==> config.mk <==
export PLATFORM = sky130hd
export DESIGN_NAME = sha512_digest_sequencer_flat
export DESIGN_NICKNAME = d
export VERILOG_FILES = /design/src/rtl/sha512_digest_sequencer_if.sv /design/src/rtl/sha512_digest_sequencer.sv /design/src/flat_wrapper.sv
export SDC_FILE = /design/constraint.sdc
export NUM_CORES = 1
export LEC_CHECK = 0
export BUFFER_PORTS_ARGS = -buffer_cell sky130_fd_sc_hd__buf_2
export CAP_MARGIN = 5
export CORE_ASPECT_RATIO = 1.1
export CORE_UTILIZATION = 27
export DETAILED_ROUTE_END_ITERATION = 7
export GPL_TIMING_DRIVEN = 0
export PLACE_DENSITY = 0.54
export SYNTH_ARGS = -nofsm -noshare
export SYNTH_HDL_FRONTEND = slang
export SYNTH_SLANG_ARGS = --single-unit
==> constraint.sdc <==
create_clock -name sysclk_125mhz -period 4.4 [get_ports sysclk_125mhz]
set_input_delay 0.88 -clock sysclk_125mhz [delete_from_list [all_inputs] [get_ports sysclk_125mhz]]
set_output_delay 0.88 -clock sysclk_125mhz [all_outputs]
set_load 0.005 [all_outputs]
==> src/rtl/sha512_digest_sequencer_if.sv <==
// Handshake bundle between the digest sequencer and the SHA-512 core.
// The master side issues the start pulse; the slave side returns done and the digest.
interface sha512_digest_sequencer_if #(
    parameter int DIGEST_W = 512
);
    logic                hash_start;
    logic                hash_done;
    logic [DIGEST_W-1:0] hash_digest;

    modport master (output hash_start, input hash_done, input hash_digest);
    modport slave  (input hash_start, output hash_done, output hash_digest);
endinterface

==> src/rtl/sha512_digest_sequencer.sv <==
// Runs the SHA-512 core once per request, latches the digest and presents it
// as 32 words for the seven-segment driver, stepping by button or auto-scroll.
module sha512_digest_sequencer #(
    parameter int DIGEST_W     = 512,
    parameter int WORD_W       = 16,
    parameter int TIMEOUT      = 1024,
    parameter int SCROLL_TICKS = 500
) (
    input  logic                      sysclk_125mhz,
    input  logic                      rst,
    input  logic                      tick,
    input  logic                      restart,
    input  logic                      step,
    input  logic                      auto_en,
    sha512_digest_sequencer_if.master core,
    output logic [WORD_W-1:0]         word_out,
    output logic [4:0]                word_idx,
    output logic                      busy,
    output logic                      valid,
    output logic                      timeout_err
);
    localparam int TW = $clog2(TIMEOUT + 1);
    localparam int SW = $clog2(SCROLL_TICKS + 1);
    localparam logic [TW-1:0] TLAST = TW'(TIMEOUT - 1);
    localparam logic [SW-1:0] SLAST = SW'(SCROLL_TICKS - 1);

    localparam logic [2:0] S_IDLE    = 3'd0;
    localparam logic [2:0] S_START   = 3'd1;
    localparam logic [2:0] S_WAIT    = 3'd2;
    localparam logic [2:0] S_CAPTURE = 3'd3;
    localparam logic [2:0] S_SHOW    = 3'd4;
    localparam logic [2:0] S_ERROR   = 3'd5;

    logic [2:0]          r_state;
    logic [TW-1:0]       r_timer;
    logic [SW-1:0]       r_scroll;
    logic [4:0]          r_idx;
    logic [WORD_W-1:0]   r_word;
    logic [DIGEST_W-1:0] r_digest;
    logic                r_step_s1, r_step_s2, r_step_d;

    logic [2:0]          w_state_nxt;
    logic [TW-1:0]       w_timer_nxt;
    logic [SW-1:0]       w_scroll_nxt;
    logic [4:0]          w_idx_nxt;
    logic [WORD_W-1:0]   w_word_nxt;
    logic                w_adv;
    logic                w_step_pulse;

    assign w_step_pulse = r_step_s2 & ~r_step_d;

    always_comb begin
        w_state_nxt  = r_state;
        w_timer_nxt  = r_timer;
        w_scroll_nxt = r_scroll;
        w_idx_nxt    = r_idx;
        w_adv        = 1'b0;
        case (r_state)
            S_IDLE:  w_state_nxt = S_START;
            S_START: begin
                w_timer_nxt = '0;
                w_state_nxt = S_WAIT;
            end
            S_WAIT: begin
                w_timer_nxt = r_timer + 1'b1;
                if (core.hash_done)       w_state_nxt = S_CAPTURE;
                else if (r_timer == TLAST) w_state_nxt = S_ERROR;
            end
            S_CAPTURE: begin
                w_idx_nxt    = '0;
                w_scroll_nxt = '0;
                w_state_nxt  = S_SHOW;
            end
            S_SHOW: begin
                if (restart) begin
                    w_idx_nxt   = '0;
                    w_state_nxt = S_START;
                end else begin
                    if (!auto_en) begin
                        w_scroll_nxt = '0;
                    end else if (tick) begin
                        if (r_scroll == SLAST) begin
                            w_scroll_nxt = '0;
                            w_adv        = 1'b1;
                        end else begin
                            w_scroll_nxt = r_scroll + 1'b1;
                        end
                    end
                    // a button press landing on the scroll tick still advances only once
                    if (w_step_pulse) w_adv = 1'b1;
                    if (w_adv)        w_idx_nxt = r_idx + 1'b1;
                end
            end
            S_ERROR: if (restart) w_state_nxt = S_START;
            default: w_state_nxt = S_IDLE;
        endcase
    end

    always_comb begin
        case (w_state_nxt)
            S_SHOW:  w_word_nxt = r_digest[WORD_W * 32'(w_idx_nxt) +: WORD_W];
            S_ERROR: w_word_nxt = {(WORD_W / 4){4'hE}};
            default: w_word_nxt = '0;
        endcase
    end

    // Digest is taken on the edge that sees hash_done, while the core guarantees it valid;
    // CAPTURE then only initialises the display so word 0 is ready on entry to SHOW.
    always_ff @(posedge sysclk_125mhz or negedge rst) begin
        if (!rst) begin
            r_state   <= S_IDLE;
            r_timer   <= '0;
            r_scroll  <= '0;
            r_idx     <= '0;
            r_word    <= '0;
            r_digest  <= '0;
            r_step_s1 <= 1'b0;
            r_step_s2 <= 1'b0;
            r_step_d  <= 1'b0;
        end else begin
            r_state   <= w_state_nxt;
            r_timer   <= w_timer_nxt;
            r_scroll  <= w_scroll_nxt;
            r_idx     <= w_idx_nxt;
            r_word    <= w_word_nxt;
            r_step_s1 <= step;
            r_step_s2 <= r_step_s1;
            r_step_d  <= r_step_s2;
            if (r_state == S_WAIT && core.hash_done) r_digest <= core.hash_digest;
        end
    end

    assign core.hash_start = (r_state == S_START);
    assign busy            = (r_state == S_START) || (r_state == S_WAIT);
    assign valid           = (r_state == S_SHOW);
    assign timeout_err     = (r_state == S_ERROR);
    assign word_out        = r_word;
    assign word_idx        = r_idx;
endmodule

==> src/flat_wrapper.sv <==
// flat-port wrapper written by rule: the top's interface ports become plain ports
module sha512_digest_sequencer_flat 
#(
    parameter int DIGEST_W     = 512,
    parameter int WORD_W       = 16,
    parameter int TIMEOUT      = 1024,
    parameter int SCROLL_TICKS = 500
)
  (sysclk_125mhz, rst, tick, restart, step, auto_en, word_out, word_idx, busy, valid, timeout_err, core_hash_start, core_hash_done, core_hash_digest);
  sha512_digest_sequencer_if #(.DIGEST_W(DIGEST_W)) core_i ();
  input  logic sysclk_125mhz;
  input  logic rst;
  input  logic tick;
  input  logic restart;
  input  logic step;
  input  logic auto_en;
  output logic [WORD_W-1:0] word_out;
  output logic [4:0] word_idx;
  output logic busy;
  output logic valid;
  output logic timeout_err;
  output wire logic [$bits(core_i.hash_start)-1:0] core_hash_start;
  input wire logic [$bits(core_i.hash_done)-1:0] core_hash_done;
  input wire logic [$bits(core_i.hash_digest)-1:0] core_hash_digest;
  assign core_hash_start = core_i.hash_start;
  assign core_i.hash_done = core_hash_done;
  assign core_i.hash_digest = core_hash_digest;
  sha512_digest_sequencer #(.DIGEST_W(DIGEST_W), .WORD_W(WORD_W), .TIMEOUT(TIMEOUT), .SCROLL_TICKS(SCROLL_TICKS)) u_core (.sysclk_125mhz(sysclk_125mhz), .rst(rst), .tick(tick), .restart(restart), .step(step), .auto_en(auto_en), .core(core_i), .word_out(word_out), .word_idx(word_idx), .busy(busy), .valid(valid), .timeout_err(timeout_err));
endmodule
# == After elaboration in Yosys (flattened, before gate mapping) ==
# Cells that the tools add are included.
# totals
regBits,559
output_inout_bits,25
# op_classes
addsub,3
eq_ne,11
shifts,1
muxes,20
bitwise,2
n_reduce_logical,7
# op_table
op,n
512-bit by 10-bit indexed part select with 16-bit output,1
9-bit 2-to-1 mux,4
16-bit one-hot mux with 2 select lines,1
11-bit one-hot mux with 2 select lines,1
9-bit one-hot mux with 2 select lines,1
3-bit one-hot mux with 5 select lines,1
"3-bit equality test, second input constant",4
"11-bit by 1-bit adder with 11-bit output, second input constant",1
"11-bit by 10-bit equality test with 1-bit output, second input constant",1
5-bit 2-to-1 mux,2
5-bit one-hot mux with 2 select lines,1
"9-bit by 1-bit adder with 9-bit output, second input constant",1
"9-bit equality test, second input constant",1
3-bit 2-to-1 mux,3
"3-bit by 2-bit equality test with 1-bit output, second input constant",2
1-bit 2-to-1 mux,6
"5-bit by 1-bit adder with 5-bit output, second input constant",1
2-bit nonzero test,2
"3-bit by 1-bit equality test with 1-bit output, second input constant",1
3-bit logical NOT,1
"3-bit != test, second input constant",1
3-bit AND reduction,1
"2-bit != test, second input constant",1
2-bit OR reduction,1
4 further kinds,4

# == Longest topological paths before layout ==
# depth
word_depth,12
depth_mapped,13

# == Worst setup path after synthesis ==
# No wires, ideal clock.
# synth_path
path_type,input to register
startpoint,input restart
endpoint,"register u_core.r_word[0], in the netlist u_core.word_out[0]"
t_arrival_ps,2545
t_required_ps,4268
setup_slack_ps,1723
stages,11
cell_sequence,and4bb_1 > nor2_2 > o211ai_2 > and2_4 > inv_4 > buf_6 > buf_2 > mux2i_1 > o22ai_1 > o41ai_1 > nand3_1
# synth_between
elab_chain_len,4
# synth_lines
item,line,rtl
from (decl),flat_wrapper.sv:14,input logic restart;
5-bit 2-to-1 mux / 3-bit 2-to-1 mux (equally long branches),"sha512_digest_sequencer.sv:75, sha512_digest_sequencer.sv:94",
5-bit one-hot mux with 2 select lines / 3-bit one-hot mux with 5 select lines (equally long branches),sha512_digest_sequencer.sv:58,case (r_state)
512-bit by 10-bit indexed part select with 16-bit output / 3-bit equality test (equally long branches),"sha512_digest_sequencer.sv:101, sha512_digest_sequencer.sv:100",
16-bit one-hot mux with 2 select lines (*),sha512_digest_sequencer.sv:100,case (w_state_nxt)
via u_core.w_word_nxt[0],sha512_digest_sequencer.sv:46,logic [WORD_W-1:0] w_word_nxt;
to (signal assigned),sha512_digest_sequencer.sv:125,r_word <= w_word_nxt;
to (decl),sha512_digest_sequencer.sv:38,logic [WORD_W-1:0] r_word;
# The timed path passes the listed nets; every way through them passes the cells marked *.
# A chain may end at the register's enable or synchronous reset.

# == Worst setup path in the final report ==
# layout_path
startpoint,register u_core.r_scroll[0]
endpoint,"register u_core.r_word[12], in the netlist u_core.word_out[12]"
# layout_between
elab_chain_len,12
# layout_lines
item,line,rtl
from (decl),sha512_digest_sequencer.sv:36,logic [SW-1:0] r_scroll;
from (signal assigned),sha512_digest_sequencer.sv:123,r_scroll <= w_scroll_nxt;
9-bit equality test,sha512_digest_sequencer.sv:82,if (r_scroll == SLAST) begin
1-bit 2-to-1 mux,sha512_digest_sequencer.sv:82,
1-bit 2-to-1 mux,sha512_digest_sequencer.sv:81,end else if (tick) begin
1-bit 2-to-1 mux,sha512_digest_sequencer.sv:79,if (!auto_en) begin
1-bit 2-to-1 mux,sha512_digest_sequencer.sv:90,if (w_step_pulse) w_adv = 1'b1;
1-bit 2-to-1 mux,sha512_digest_sequencer.sv:75,if (restart) begin
1-bit 2-to-1 mux,sha512_digest_sequencer.sv:58,
5-bit 2-to-1 mux,sha512_digest_sequencer.sv:91,if (w_adv) w_idx_nxt = r_idx + 1'b1;
5-bit 2-to-1 mux,sha512_digest_sequencer.sv:75,
5-bit one-hot mux with 2 select lines,sha512_digest_sequencer.sv:58,
512-bit by 10-bit indexed part select with 16-bit output,sha512_digest_sequencer.sv:101,S_SHOW: w_word_nxt = r_digest[WORD_W * 32'(w_idx_nxt) +: WORD_W];
16-bit one-hot mux with 2 select lines,sha512_digest_sequencer.sv:100,
via u_core.w_word_nxt[12],sha512_digest_sequencer.sv:46,
# The timed path passes the listed nets, and every way through them passes these cells. The select of a mux whose other input is x is not followed.

==> results.yml <==
setup_path:
  start_kind: "register"
  reg2reg_from: "u_core.r_scroll[0]"
  rrSetupSlack_ps: -60
  critPathCaptureType: "register"
  required_ps: 4850
  arrival_ps: 4910
  critPathLaunch: "u_core.r_scroll[0]"
  cp_max_fo: 10
  crit_type: "register to register"
power:
  comb_power_share_pct: 31.5
  switching_power_mw: 8.65
  p_leak_nw: 16.9
  powerDensity_nw_per_um2: 667
  p_sw_share_pct: 39.6
  clkPwrFrac_pct: 27.3
  ir_drop_v: 0.000295
  p_int_mw: 13.2
  pwr-share-seq_pct: 41.2
layout:
  nFillCells: 10289
  seq_area_sq_um: 14000
  multi_input_area_sq_um: 11000
  drive_above_1_share_pct: 19.9
  area_growth_pct: 26.1
  fin_area_sq_um: 32800
  nets: 4285
  final_util_pct: 34.6
placed_design:
  dp_hpwl_um: 106000
  place_area_sq_um: 30400
  numPortBuffers: 543
  gp_congestion: 0.942
cts:
  cts_buffer_depth: 3
  clk_pin_slew_ps: 60
  cts_sinks: 559
  cts_tree: "built"
  post_cts_buffers: 0
  htreeDepth: 3
  cts_made_buffers: 69
  clk_latency_ps: 630
  cts-root-buf: "clkbuf_16"
sta:
  final_max_slew_viol_count: 0
  grt_setup_unrepaired: "false"
  slew_headroom_pct: 11.2
  report.final.hold_viol_count: 0
  worst_slew_pin_slew_ps: 1310
  finalSetupViolCount: 2
  fmax_ghz: 0.224
  period_minus_slack_ps: 4460
  skew_ps: 27.6
  fin_ws_ps: -64.7
  min_period_over_period_pct: 101
  tns_ps: -106
route:
  remaining_drc_errors: 0
  dr.first_iter.drc_count: 2408
  ant_nets: 0
  viasPerCell: 4.99
  wl_per_cell_um: 27.1
  vias: 25341
  first_pass_iters: 5
  wirelength_um: 137000
die:
  dieArea_sq_um: 97500
  io_pins: 544
  initial_core_util_pct: 27.4
  die_w_um: 298
  rows: 118
  core-area_sq_um: 94800
  die_y_um: 327
logic_synthesis:
  yosysTopAreaCell: "dfrtp_1"
  synth-seq-cells: 559
  syn_nets: 3666
  synthMostInstantiatedCell: "nand2_1"
  synth_cells: 3144
  synth_edf_count: 0
  synth_area_sq_um: 26000
  synth-adder-area-share_pct: 0.144
  synth-xor-area-share_pct: 0.101
  synthTopCellsByArea: "dfrtp_1 (54%), nand2_1 (25%), mux2i_1 (3.1%)"
  yosysTopAreaCellShare_pct: 53.8
  synth_top_family_by_area: "simple AND/OR/NAND/NOR gates"
  synth_mux_area_share_pct: 3.32
  ys_seq_area_share_pct: 53.8
  async_flop_share_pct: 100
  ys.flop_type: "dfrtp_1"
  synth_common_cells: "nand2_1 (1743), dfrtp_1 (559), clkbuf_1 (132), mux2i_1 (80), and3_1 (68)"
  synth_compound_area_share_pct: 8.70
  synth_warnings: 0
  synthSimpleGateAreaFrac_pct: 30.2
  yosysUniqueCellTypes: 78
  synth.avg_cell_area_sq_um: 8.26
status:
  outcome: "complete, but fails checks"
  violations: "setup timing"
global_routing:
  grt_overflow: 0
  grt_max_degree: 112
  grt.total_usage_pct: 27.7
  antenna_found_initial: 6
  grt_pass1_vias: 25340
  grt_pass1_wl_um: 189000
hold_path:
  worstHoldPathType: "input port to async pin"
job:
  cap_violations: 0
==> cell families after synthesis <==
group,count (synthesis)
adder cells (fa/ha/maj),3
AND/OR/NAND/NOR,1962
multiplexers,84
flip-flops,559
XOR/XNOR,3
buffers and inverters,212
AO/OA/AOI/OAI,321
==> critical path, cell delays in order (launching register included) <==
cell      delay (ps)
dfrtp_1          410
ha_1             260
and4bb_4         250
a41oi_4          410
o211ai_2         170
and2_4           200
inv_4            130
buf_6            230
buf_2            460
mux2i_1          240
o22ai_1          220
o41ai_1         1100
nand3_1          170
==> flip-flops by register name, summed over array words and instances (netlist names) <==
signal and flops:
u_core.r_digest 512, u_core.r_scroll 9, u_core.r_step_d 1, u_core.r_step_s2 1, u_core.r_timer 11, u_core.r_step_s1 1
u_core.word_out 16, u_core.r_state 3, u_core.word_idx 5
==> final cells by class <==
type	instances	area share, %
diodes	3	0.0229
plain buffers	202	2.79
clock buffers	94	6.09
clock inverters	26	1.03
inverters	10	0.122
multi-input cells	2373	33.7
flip-flops and latches	559	42.7
well taps	1260	4.81
repair buffers	548	8.74
==> final timing paths <==
kind / endpoint / depth (start not counted)
max reg2reg: u_core.word_out[12] / 12
min in group sysclk_125mhz: u_core.r_step_s2 / 0
max in group asynchronous: u_core.r_digest[333] / 4
min reg2reg: u_core.r_step_s2 / 0
max: u_core.word_out[12] / 12
min: u_core.r_digest[100] / 1
==> cell usage in the layout, fill, tap and decap left out, types with 4 or more instances in the layout <==
master     synthesis  final
inv_1              6      6
a31oi_1           35     35
buf_6              5      5
a21oi_1           46     46
a211oi_1          62     62
clkbuf_16          0     72
mux2i_1           80     80
a311oi_1           6      6
and2_1             6      6
buf_2             43    585
inv_6              0      4
buf_16             0      5
nand2b_1           5      5
clkinv_2           0     12
nand4_1           11     11
a2111oi_0         17     17
dfrtp_1          559    559
nor2_2             5      5
a22oi_1           29     29
and3_1            68     68
nor3_1             4      4
buf_4             17     17
o22ai_1            8      8
nand2_1         1743   1743
nor2_1            35     35
a32oi_1           31     31
o21ai_0           46     46
nand3_1           55     55
clkbuf_8           0     11
bufinv_16          0      7
clkbuf_1         132    143
o211ai_1          10     10
buf_1              5      5
==> through the flow <==
step                      hold WS (ps)  setup slack, ps  total power, mW  std cells
final                              219            -64.7             21.9       5075
after global routing               271             22.6             23.0       5074
after CTS                          235              123             21.9       5072
after detailed placement           348             -175             15.9       4952
after global placement             340           -10010             15.7       4947
after floorplan                    331             1720             12.4       3144
==> power groups by stage <==
stage	clock [mW]	combinational, mW	sequential, mW
final	5.97	6.89	9.00
after global routing	6.23	7.60	9.20
after detailed placement	0	6.86	9.01
after CTS	6.04	6.89	8.96
after floorplan	0	4.12	8.27
after global placement	0	6.71	9.01
==> routing by layer <==
metal / track usage (%) / vias to the layer above / wire length, um
met5: 0 / - / 46
met4: 12.0 / 6 / 5970
met3: 4.36 / 210 / 9100
met2: 46.1 / 1099 / 65600
met1: 35.5 / 12530 / 56600
li1: - / 11496 / -
==> timing repair <==
action	in CTS	in global routing
hold endpoints to repair	0	0
hold buffers	0	0
setup endpoints to repair	0	1
resized for setup	0	1
(Power assumes the default switching activity.)
